### src/rtl/multi_digit_display_pkg.sv
`default_nettype none
// ============================================================================
//  Module      : multi_digit_display_pkg
//  Description : Glyph set, 7-segment font and sizing helpers for the
//                multiplexed multi-digit display driver.
//  Revision    : 1.0 - initial release
// ============================================================================
package multi_digit_display_pkg;

    // Display glyphs; G_0..G_F share their numeric value with the nibble.
    typedef enum logic [4:0] {
        G_0    = 5'd0,  G_1 = 5'd1,  G_2 = 5'd2,  G_3 = 5'd3,
        G_4    = 5'd4,  G_5 = 5'd5,  G_6 = 5'd6,  G_7 = 5'd7,
        G_8    = 5'd8,  G_9 = 5'd9,  G_A = 5'd10, G_B = 5'd11,
        G_C    = 5'd12, G_D = 5'd13, G_E = 5'd14, G_F = 5'd15,
        G_DASH = 5'd16,
        G_BLANK = 5'd17
    } glyph_t;

    // Active-low segment patterns {dp,g,f,e,d,c,b,a}
    localparam logic [7:0] SEG_BLANK = 8'hFF;
    localparam logic [7:0] SEG_DASH  = 8'hBF;

    // Standard hex font, dp segment left off
    function automatic logic [7:0] seg_encode(input glyph_t g);
        logic [7:0] seg;
        case (g)
            G_0:     seg = 8'hC0;
            G_1:     seg = 8'hF9;
            G_2:     seg = 8'hA4;
            G_3:     seg = 8'hB0;
            G_4:     seg = 8'h99;
            G_5:     seg = 8'h92;
            G_6:     seg = 8'h82;
            G_7:     seg = 8'hF8;
            G_8:     seg = 8'h80;
            G_9:     seg = 8'h90;
            G_A:     seg = 8'h88;
            G_B:     seg = 8'h83;
            G_C:     seg = 8'hC6;
            G_D:     seg = 8'hA1;
            G_E:     seg = 8'h86;
            G_F:     seg = 8'h8E;
            G_DASH:  seg = SEG_DASH;
            default: seg = SEG_BLANK;
        endcase
        return seg;
    endfunction

    // Largest value representable in 'digits' decimal digits
    function automatic logic [63:0] max_decimal(input int digits);
        logic [63:0] p;
        p = 64'd1;
        for (int i = 0; i < digits; i++) begin
            p = p * 64'd10;
        end
        return p - 64'd1;
    endfunction

endpackage
`default_nettype wire

### src/rtl/multi_digit_display_dd_bin_to_bcd_seq.sv
`default_nettype none
// ============================================================================
//  Module      : dd_bin_to_bcd_seq
//  Description : Sequential double-dabble binary-to-BCD converter. The load
//                cycle performs the first iteration, so WIDTH cycles after
//                i_start the result is on o_bcd and o_done pulses. Only the
//                low DIGITS decimal digits are kept (value mod 10^DIGITS).
//  Revision    : 1.0 - initial release
// ============================================================================
module dd_bin_to_bcd_seq #(
    parameter int WIDTH  = 27,
    parameter int DIGITS = 8
) (
    input  logic                  i_clk,
    input  logic                  i_resetn,
    input  logic                  i_start,
    input  logic [WIDTH-1:0]      i_value,
    output logic                  o_busy,
    output logic                  o_done,
    output logic [4*DIGITS-1:0]   o_bcd
);

    localparam int c_BCD_W = 4 * DIGITS;
    localparam int c_CNT_W = $clog2(WIDTH + 1);

    logic [c_BCD_W-1:0] r_bcd;
    logic [WIDTH-1:0]   r_bin;
    logic [c_CNT_W-1:0] r_cnt;
    logic               r_done;
    logic [c_BCD_W-1:0] w_adj;

    // Add 3 to every BCD nibble that is 5 or more ahead of the shift
    function automatic logic [c_BCD_W-1:0] add3(input logic [c_BCD_W-1:0] b);
        logic [c_BCD_W-1:0] r;
        r = b;
        for (int i = 0; i < DIGITS; i++) begin
            if (b[4*i +: 4] >= 4'd5) begin
                r[4*i +: 4] = b[4*i +: 4] + 4'd3;
            end
        end
        return r;
    endfunction

    assign w_adj = add3(r_bcd);

    // Load shifts in the value MSB; each further cycle is adjust-then-shift
    always_ff @(posedge i_clk) begin
        if (!i_resetn) begin
            r_bcd  <= '0;
            r_bin  <= '0;
            r_cnt  <= '0;
            r_done <= 1'b0;
        end else if (i_start) begin
            r_bcd  <= {{(c_BCD_W-1){1'b0}}, i_value[WIDTH-1]};
            r_bin  <= i_value << 1;
            r_cnt  <= c_CNT_W'(WIDTH - 1);
            r_done <= (WIDTH == 1);
        end else if (r_cnt != '0) begin
            r_bcd  <= c_BCD_W'({w_adj, r_bin[WIDTH-1]});
            r_bin  <= r_bin << 1;
            r_cnt  <= r_cnt - c_CNT_W'(1);
            r_done <= (r_cnt == c_CNT_W'(1));
        end else begin
            r_done <= 1'b0;
        end
    end

    assign o_busy = (r_cnt != '0);
    assign o_done = r_done;
    assign o_bcd  = r_bcd;

endmodule
`default_nettype wire

### src/rtl/multi_digit_display.sv
`default_nettype none
// ============================================================================
//  Module      : multi_digit_display
//  Description : N-digit multiplexed 7-segment driver with on-chip
//                binary-to-BCD conversion, hex mode, leading-zero blanking,
//                live decimal points and overflow dashes.
//  Revision    : 1.0 - initial release
// ============================================================================
module multi_digit_display #(
    parameter int DIGITS      = 8,
    parameter int VALUE_WIDTH = 27,
    parameter int CLK_HZ      = 100_000_000,
    parameter int SCAN_HZ     = 1000
) (
    input  logic                   i_clk,
    input  logic                   i_resetn,
    input  logic [VALUE_WIDTH-1:0] i_value,
    input  logic                   i_hex,
    input  logic                   i_blank_lz,
    input  logic [DIGITS-1:0]      i_dp,
    output logic [7:0]             o_cathode,
    output logic [DIGITS-1:0]      o_anode,
    output logic                   o_busy
);
    import multi_digit_display_pkg::*;

    localparam int c_TICK_DIV = CLK_HZ / SCAN_HZ;
    localparam int c_TICK_W   = (c_TICK_DIV > 1) ? $clog2(c_TICK_DIV) : 1;
    localparam int c_IDX_W    = (DIGITS > 1) ? $clog2(DIGITS) : 1;
    localparam logic [c_TICK_W-1:0] c_TICK_LAST = c_TICK_W'(c_TICK_DIV - 1);
    localparam logic [c_IDX_W-1:0]  c_IDX_LAST  = c_IDX_W'(DIGITS - 1);
    localparam logic [DIGITS-1:0]   c_ONE_HOT0  = DIGITS'(1);
    localparam logic [63:0]         c_MAX_DEC   = max_decimal(DIGITS);

    localparam logic [1:0] c_ST_IDLE   = 2'd0;
    localparam logic [1:0] c_ST_SHIFT  = 2'd1;
    localparam logic [1:0] c_ST_COMMIT = 2'd2;

    if (c_TICK_DIV < 2) begin : g_bad_tick_div
        $error("multi_digit_display: CLK_HZ/SCAN_HZ must be at least 2");
    end
    if (DIGITS < 1 || DIGITS > 8) begin : g_bad_digits
        $error("multi_digit_display: DIGITS must be in 1..8");
    end

    logic [1:0]             r_state;
    logic                   r_force;
    logic                   r_busy;
    logic [VALUE_WIDTH-1:0] r_val;
    logic                   r_hex;
    logic                   r_blz;
    glyph_t                 r_buf [DIGITS];
    logic [c_TICK_W-1:0]    r_tick;
    logic [c_IDX_W-1:0]     r_idx;
    logic [DIGITS-1:0]      r_anode;
    logic [7:0]             r_cathode;

    logic                   w_change;
    logic                   w_start_dd;
    logic                   w_dd_busy;
    logic                   w_dd_done;
    logic [4*DIGITS-1:0]    w_bcd;
    logic                   w_ovf;
    logic [3:0]             w_hex_nib [DIGITS];
    logic [3:0]             w_nib     [DIGITS];
    glyph_t                 w_glyph   [DIGITS];
    logic                   w_nz_above;
    logic [DIGITS-1:0]      w_anode_sel;
    logic [7:0]             w_cath;

    assign w_change   = r_force || ({i_value, i_hex, i_blank_lz} != {r_val, r_hex, r_blz});
    assign w_start_dd = (r_state == c_ST_IDLE) && w_change && !i_hex;

    dd_bin_to_bcd_seq #(
        .WIDTH  (VALUE_WIDTH),
        .DIGITS (DIGITS)
    ) u_dd (
        .i_clk    (i_clk),
        .i_resetn (i_resetn),
        .i_start  (w_start_dd),
        .i_value  (i_value),
        .o_busy   (w_dd_busy),
        .o_done   (w_dd_done),
        .o_bcd    (w_bcd)
    );

    // Hex nibbles beyond the value width read as zero; nibbles beyond DIGITS are dropped
    for (genvar gi = 0; gi < DIGITS; gi++) begin : g_digit
        if (4*gi + 4 <= VALUE_WIDTH) begin : g_full
            assign w_hex_nib[gi] = r_val[4*gi +: 4];
        end else if (4*gi < VALUE_WIDTH) begin : g_part
            assign w_hex_nib[gi] = 4'(r_val[VALUE_WIDTH-1:4*gi]);
        end else begin : g_none
            assign w_hex_nib[gi] = 4'd0;
        end
        assign w_nib[gi] = r_hex ? w_hex_nib[gi] : w_bcd[4*gi +: 4];
    end

    assign w_ovf = !r_hex && (64'(r_val) > c_MAX_DEC);

    // Glyph selection, walking down from the top digit to find leading zeros
    always_comb begin
        w_nz_above = 1'b0;
        for (int i = DIGITS - 1; i >= 0; i--) begin
            if (w_ovf) begin
                w_glyph[i] = G_DASH;
            end else if (r_blz && (i != 0) && !w_nz_above && (w_nib[i] == 4'd0)) begin
                w_glyph[i] = G_BLANK;
            end else begin
                w_glyph[i] = glyph_t'({1'b0, w_nib[i]});
            end
            if (w_nib[i] != 4'd0) begin
                w_nz_above = 1'b1;
            end
        end
    end

    // Conversion control: latch inputs, wait on the BCD core, commit glyphs
    always_ff @(posedge i_clk) begin
        if (!i_resetn) begin
            r_state <= c_ST_IDLE;
            r_force <= 1'b1;
            r_busy  <= 1'b0;
            r_val   <= '0;
            r_hex   <= 1'b0;
            r_blz   <= 1'b0;
            for (int i = 0; i < DIGITS; i++) begin
                r_buf[i] <= G_BLANK;
            end
        end else begin
            case (r_state)
                c_ST_IDLE: begin
                    if (w_change) begin
                        r_val   <= i_value;
                        r_hex   <= i_hex;
                        r_blz   <= i_blank_lz;
                        r_busy  <= 1'b1;
                        r_state <= i_hex ? c_ST_COMMIT : c_ST_SHIFT;
                    end
                end
                c_ST_SHIFT: begin
                    // done is the normal exit; an idle core also means the result is ready
                    if (w_dd_done || !w_dd_busy) begin
                        r_state <= c_ST_COMMIT;
                    end
                end
                c_ST_COMMIT: begin
                    for (int i = 0; i < DIGITS; i++) begin
                        r_buf[i] <= w_glyph[i];
                    end
                    r_busy  <= 1'b0;
                    r_force <= 1'b0;
                    r_state <= c_ST_IDLE;
                end
                default: r_state <= c_ST_IDLE;
            endcase
        end
    end

    assign w_anode_sel = ~(c_ONE_HOT0 << r_idx);
    assign w_cath      = seg_encode(r_buf[r_idx]) & ~{i_dp[r_idx], 7'b0};

    // Scanner: anode and cathode move together on each tick wrap
    always_ff @(posedge i_clk) begin
        if (!i_resetn) begin
            r_tick    <= '0;
            r_idx     <= '0;
            r_anode   <= '1;
            r_cathode <= SEG_BLANK;
        end else if (r_tick == c_TICK_LAST) begin
            r_tick    <= '0;
            r_anode   <= w_anode_sel;
            r_cathode <= w_cath;
            r_idx     <= (r_idx == c_IDX_LAST) ? '0 : r_idx + c_IDX_W'(1);
        end else begin
            r_tick <= r_tick + c_TICK_W'(1);
        end
    end

    assign o_anode   = r_anode;
    assign o_cathode = r_cathode;
    assign o_busy    = r_busy;

endmodule
`default_nettype wire

### config.mk
export PLATFORM = sky130hd
export DESIGN_NAME = multi_digit_display
export DESIGN_NICKNAME = d
export VERILOG_FILES = /design/src/rtl/multi_digit_display_pkg.sv /design/src/rtl/multi_digit_display_dd_bin_to_bcd_seq.sv /design/src/rtl/multi_digit_display.sv
export SDC_FILE = /design/constraint.sdc
export NUM_CORES = 1
export LEC_CHECK = 0
export ABC_AREA = 0
export BUFFER_PORTS_ARGS = -buffer_cell sky130_fd_sc_hd__buf_2
export CORE_MARGIN = 5
export CORE_UTILIZATION = 46
export CTS_BUF_LIST = sky130_fd_sc_hd__clkbuf_8
export DETAILED_ROUTE_END_ITERATION = 16
export RECOVER_POWER = 50
export SKIP_CTS_REPAIR_TIMING = 1
export SKIP_LAST_GASP = 1
export SLEW_MARGIN = 20
export SYNTH_ARGS = -nofsm -noshare
export SYNTH_HDL_FRONTEND = slang
export SYNTH_HIERARCHICAL = 1
export SYNTH_SLANG_ARGS = --single-unit
export TNS_END_PERCENT = 5
### constraint.sdc
create_clock -name i_clk -period 8.5 [get_ports i_clk]
set_input_delay 1.7 -clock i_clk [delete_from_list [all_inputs] [get_ports i_clk]]
set_output_delay 1.7 -clock i_clk [all_outputs]
set_load 0.02 [all_outputs]
---- Word level (Yosys, flattened, before mapping) ----
Memory sizes are Yosys's and may differ from the RTL's. A register that Yosys moved wholly into a read port is not among the register bits.
Cells that the tools add are included.
word-level totals
  bits in registers ....................... 133
  bits in writable memories ............... 40
  bits in read-only memories .............. 224
  output and inout bits ................... 17
  logic and storage cells ................. 177
  memories kept ........................... 2
cells by class
  add/subtract/negate cells ............... 11
  order comparisons ....................... 10
  equality and inequality tests ........... 8
  shift operators ......................... 1
  mux-type cells .......................... 66
  bitwise logic cells ..................... 13
  reductions and logical operators ........ 50
memory list
  name             words  bits a word  rd ports  clocked after memory_dff  write ports  RTL line                       RTL
  (no name shown)  32     7            1         0                         0            multi_digit_display_pkg.sv:27  case (g)
  r_buf            8      5            1         1                         8            multi_digit_display.sv:52      glyph_t r_buf [DIGITS];
operator list
  cell                     number
  $mux W5                  25
  $mux W4                  15
  $mux W27                 2
  $ge A4 B3 Y1 const B     8
  $ne A29 B29 Y1           1
  $add A4 B2 Y4 const B    7
  $logic_not A4 Y1         7
  $gt A27 B27 Y1 const B   1
  $reduce_bool A4 Y1       6
  $add A17 B1 Y17 const B  1
  $eq A17 B17 Y1 const B   1
  $logic_and A1 B1 Y1      16
  $not A8 Y8               2
  $mux W1                  14
  $mux W3                  4
  $logic_not A1 Y1         9
  $and A8 B8 Y8            1
  $or A1 B1 Y1             8
  $shl A1 B3 Y8 const A    1
  $mux W2                  3
  $reduce_and A2 Y1        3
  $eq A5 B1 Y1 const B     1
  $reduce_bool A5 Y1       1
  $sub A5 B1 Y5 const B    1
  16 further kinds         21

---- Depth between registers and ports, before layout ----
  depth after elaboration ................. 14
  mapped depth ............................ 12

---- Hierarchy ----
Netlist, hierarchy kept.
by module, submodules not included
  module               times used  cells an instance  area an instance (µm²)  sequential area each (µm²)
  multi_digit_display  1           580                5839.4                  2642.5
  dd_bin_to_bcd_seq    1           408                3271.9                  1281.2

---- Worst setup path after synthesis ----
No wires, ideal clock.
  path type ............................... in2reg
  start point ............................. in i_value[17]
  end point ............................... reg u_dd.r_bcd[2] (netlist: u_dd/o_bcd[2])
  setup time .............................. 0.062 ns
  arrival time ............................ 3.781 ns
  required time ........................... 8.438 ns
  path slack .............................. 4.658 ns
  cell stages on the path ................. 10
  buffers on the path ..................... 2
  cells stage by stage .................... xor2_1 > nor4_1 > nand4_1 > o211ai_1 > buf_4 > nor2_1 > nand2b_1 > buf_2 > or4_1 > nand3_1
on the way
  cells in the longest elaborated chain, start to end .. 5
RTL lines
  item                               RTL line                                     RTL
  from (decl)                        multi_digit_display.sv:17                    input logic [VALUE_WIDTH-1:0] i_value,
  $ne A29 B29 Y1                     multi_digit_display.sv:71                    assign w_change = r_force || ({i_value, i_hex, i_blank_lz} != {r_val, r_hex, r_blz});
  $logic_or A1 B1 Y1                 multi_digit_display.sv:71
  $logic_and A1 B1 Y1 (2 in series)  multi_digit_display.sv:72                    assign w_start_dd = (r_state == c_ST_IDLE) && w_change && !i_hex;
  via w_start_dd                     multi_digit_display.sv:59                    logic w_start_dd;
  $reduce_or A2 Y1 (no source line)  --
  to (signal assigned)               multi_digit_display_dd_bin_to_bcd_seq.sv:54  r_bcd <= {{(c_BCD_W-1){1'b0}}, i_value[WIDTH-1]};
  to (signal assigned)               multi_digit_display_dd_bin_to_bcd_seq.sv:59  r_bcd <= c_BCD_W'({w_adj, r_bin[WIDTH-1]});
  to (decl)                          multi_digit_display_dd_bin_to_bcd_seq.sv:26  logic [c_BCD_W-1:0] r_bcd;
The timed path passes the listed nets, and every way through them passes these cells.
A chain may end at the register's enable or synchronous reset.

==> results.json <==
{
  "run_status": "complete, but fails checks",
  "violations": "capacitance limit, slew limit",
  "h-tree-depth": 4,
  "criticalPathCategory": "in2reg",
  "dpl-instance-area_mm2": 0.00945,
  "crit_path_start_kind": "input pin",
  "grt_max_degree": 71,
  "via_count": 7131,
  "skew_ps": 15.1,
  "ys_types": 62,
  "cts_tree": "done",
  "final_area_mm2": 0.00979,
  "syn_nets": 1058,
  "p_switching_mw": 0.845,
  "relSlewSlack_pct": -42.7,
  "dieArea_mm2": 0.0227,
  "seq_power_share_pct": 47.4,
  "finalHoldViolCount": 0,
  "clk_latency_ps": 470,
  "gr-total-overflow": 0,
  "vias_per_cell": 5.53,
  "drc": 0,
  "slew_violations": 101,
  "max_freq_mhz": 185,
  "setup_viol": 0,
  "die_height_um": 151,
  "wl_per_cell_um": 17.1,
  "ys.flop_type": "dfxtp_1",
  "end_kind": "register",
  "area.growth.synth_to_final_pct": 7.43,
  "tightest_slew_ps": 2140,
  "hpwl_um": 15300,
  "fin_crit_ps": 5400,
  "crit_chain": "clkbuf_1 > inv_1 > nor2_1 > o21ai_0 > clkbuf_1 > or2_2",
  "grt_pass1_wl_um": 35800,
  "yosysSeqAreaShare_pct": 43.1,
  "hp-class": "reg2reg",
  "rows": 51,
  "power_frac_comb_pct": 28.0,
  "die_x_um": 151,
  "critPathMaxFanout": 58,
  "rsz0062_at_grt": "false",
  "synth_area_per_cell_um2": 9.22,
  "p_leak_nw": 3.61,
  "powerDensity_mw_per_mm2": 232,
  "crit_required_ps": 8720,
  "grt_pass1_vias": 6632,
  "numCtsBuffers": 17,
  "fillers": 1848,
  "internal-power_mw": 1.42,
  "sw_frac_of_total_pct": 37.2,
  "dr.pass1.iters": 5,
  "path_clk_slew_ps": 100,
  "syn-cell-area_mm2": 0.00911,
  "fin_tns_setup_ps": 0,
  "synth_edf_count": 40,
  "arrival_ps": 5620,
  "synth-seq-cells": 176,
  "numPortBuffers": 55,
  "syn-instance-count": 988,
  "drt_wl_total_um": 22000,
  "clkPwrFrac_pct": 24.6,
  "clock_sinks": 176,
  "fp.coreArea_mm2": 0.0195,
  "antenna_found_initial": 0,
  "crit_slowest_cell": "clkbuf_1",
  "cts-root-buf": "clkbuf_8",
  "initial_core_util_pct": 46.8,
  "place.gp.congestion": 0.844,
  "fin_crit_sh_pct": 63.6,
  "n_antenna_cell": 0,
  "irDropWorstVdd_mv": 0.458,
  "initialDrtViolationCount": 608,
  "drive_gt1_share_pct": 10.3,
  "crit_path_max_incr_delay_ps": 1500,
  "ant_nets": 0,
  "synth_async_sr_flop_share_pct": 0,
  "final_net_count": 1081,
  "pin_count": 56,
  "ys_warn_count": 6,
  "cap_violations": 2,
  "track_usage_pct": 19.9,
  "cp_common_cell": "clkbuf_1",
  "cts_max_path_buffers": 2
}
## power groups by stage
stage / clock [mW] / combinational, mW / sequential [mW]
after floorplan: 0 / 0.538 / 1.05
after global placement: 0 / 0.632 / 1.09
after detailed placement: 0 / 0.632 / 1.09
after CTS: 0.575 / 0.637 / 1.07
after global routing: 0.611 / 0.713 / 1.09
final: 0.559 / 0.635 / 1.08
## cell usage after synthesis (3+ instances only)
master / count / area [um^2]
buf_6: 10 / 113
a211oi_1: 4 / 30.0
and3_1: 4 / 25.0
a21oi_1: 43 / 215
nand3b_1: 3 / 22.5
mux2_2: 4 / 45.0
nand2_1: 141 / 529
clkbuf_1: 28 / 105
a31oi_1: 28 / 175
or3_1: 4 / 25.0
nand2b_1: 10 / 62.6
inv_1: 36 / 135
nor3_1: 27 / 135
mux4_2: 12 / 270
o211ai_1: 4 / 30.0
xnor2_1: 7 / 61.3
xor2_1: 36 / 315
a21o_1: 3 / 22.5
and2_1: 7 / 43.8
mux2i_1: 67 / 671
nand4_1: 19 / 119
dfxtp_1: 136 / 2720
nor4b_1: 7 / 61.3
buf_2: 16 / 80.1
o31ai_1: 9 / 67.6
ha_1: 31 / 388
nor2_1: 60 / 225
buf_4: 5 / 37.5
nor3b_1: 8 / 60.1
o22a_1: 3 / 26.3
nor4_1: 20 / 125
edfxtp_1: 40 / 1200
or2_2: 3 / 18.8
nand3_1: 34 / 170
o21ai_0: 72 / 360
or4_1: 11 / 82.6
## cells by family after synthesis
family | Yosys count | share of synthesized area (%)
AOI/OAI and AO/OA | 183 | 11.8
and+or+nand+nor | 369 | 20.0
buffers and inverters | 100 | 5.37
adders and majority gates | 31 | 4.26
DFF | 176 | 43.1
muxes | 86 | 11.4
xor gates and xnor gates | 43 | 4.13
## worst max-delay path, delay by kind of cell
family | cells | cell delay, ps
compound gates | 1 | 150
buf+inv | 3 | 2760
simple gates | 2 | 990
## final timing paths
check,startpoint,end,slack [ps],cells past startpoint
setup / recovery,i_resetn,r_buf[4][4]$_SDFFCE_PP1P_,3100,6
hold / removal,r_tick[0]$_SDFF_PP0_,r_tick[0]$_SDFF_PP0_,450,1
setup reg to reg,r_val[25]$_SDFFE_PN0P_,u_dd/o_bcd[29]$_SDFFE_PP0P_,5360,9
hold reg to reg,r_tick[0]$_SDFF_PP0_,r_tick[0]$_SDFF_PP0_,450,1
## metrics by stage
| step | std cells | power (mW) | hold slack, ps | utilization (%) | setup slack (ps) |
|---|---|---|---|---|---|
| 6_report | 1289 | 2.27 | 445 | 50.3 | 3100 |
| 5_1_grt | 1289 | 2.41 | 476 | 50.3 | 2670 |
| 4_1_cts | 1289 | 2.29 | 451 | 50.5 | 4690 |
| 3_5_place_dp | 1257 | 1.73 | 435 | 48.6 | 4180 |
| 3_3_place_gp | 1257 | 1.72 | 426 | 48.6 | 4220 |
| 2_1_floorplan | 988 | 1.59 | 413 | - | 4660 |
## flip-flops by register name (all words and copies together) (netlist names), named ones only
| register | flops |
|---|---|
| o_busy | 1 |
| r_force | 1 |
| u_dd/o_done | 1 |
| u_dd/o_bcd | 32 |
| r_hex | 1 |
| r_blz | 1 |
| r_idx | 3 |
| o_anode | 8 |
| r_buf | 40 |
| u_dd/r_bin | 26 |
| r_tick | 17 |
| r_val | 27 |
| r_state | 2 |
| o_cathode | 8 |
| u_dd/r_cnt | 5 |
## layout make-up
class                           count  area [um^2]  area share (%)
Clock buffer                       17          234            2.39
Clock inverter                     15          133            1.35
Inverter                           39          146            1.50
Multi-Input combinational cell    712         4700            48.0
Sequential cell                   176         3930            40.1
Tap cell                          265          332            3.39
Timing Repair Buffer               65          320            3.27
## placed cells by master (no fill, tap or decap), drive strengths merged, types with 4 or more instances in the layout
cell / instances
nand2: 141
dfxtp: 136
o21ai: 73
mux2i: 70
nor2: 60
buf: 45
inv: 44
a21oi: 43
edfxtp: 40
clkbuf: 37
xor2: 36
nand3: 34
ha: 31
a31oi: 28
nor3: 28
nor4: 20
nand4: 19
mux4: 12
or4: 11
nand2b: 10
o31ai: 9
nor3b: 8
nor4b: 8
and2: 8
clkinv: 8
xnor2: 7
o211ai: 4
and3: 4
or3: 4
mux2: 4
a211oi: 4
nand3b: 4
## metal layers
layer | up-vias | part of all wire, % | global-route usage [%]
met3 | 27 | 4.3 | 4.03
met4 | 0 | 1.7 | 5.53
met2 | 134 | 46 | 30.6
met5 | - | 0 | 0
met1 | 3391 | 48 | 28.5
li1 | 3579 | - | -
Power figures use the tool's default switching activity.
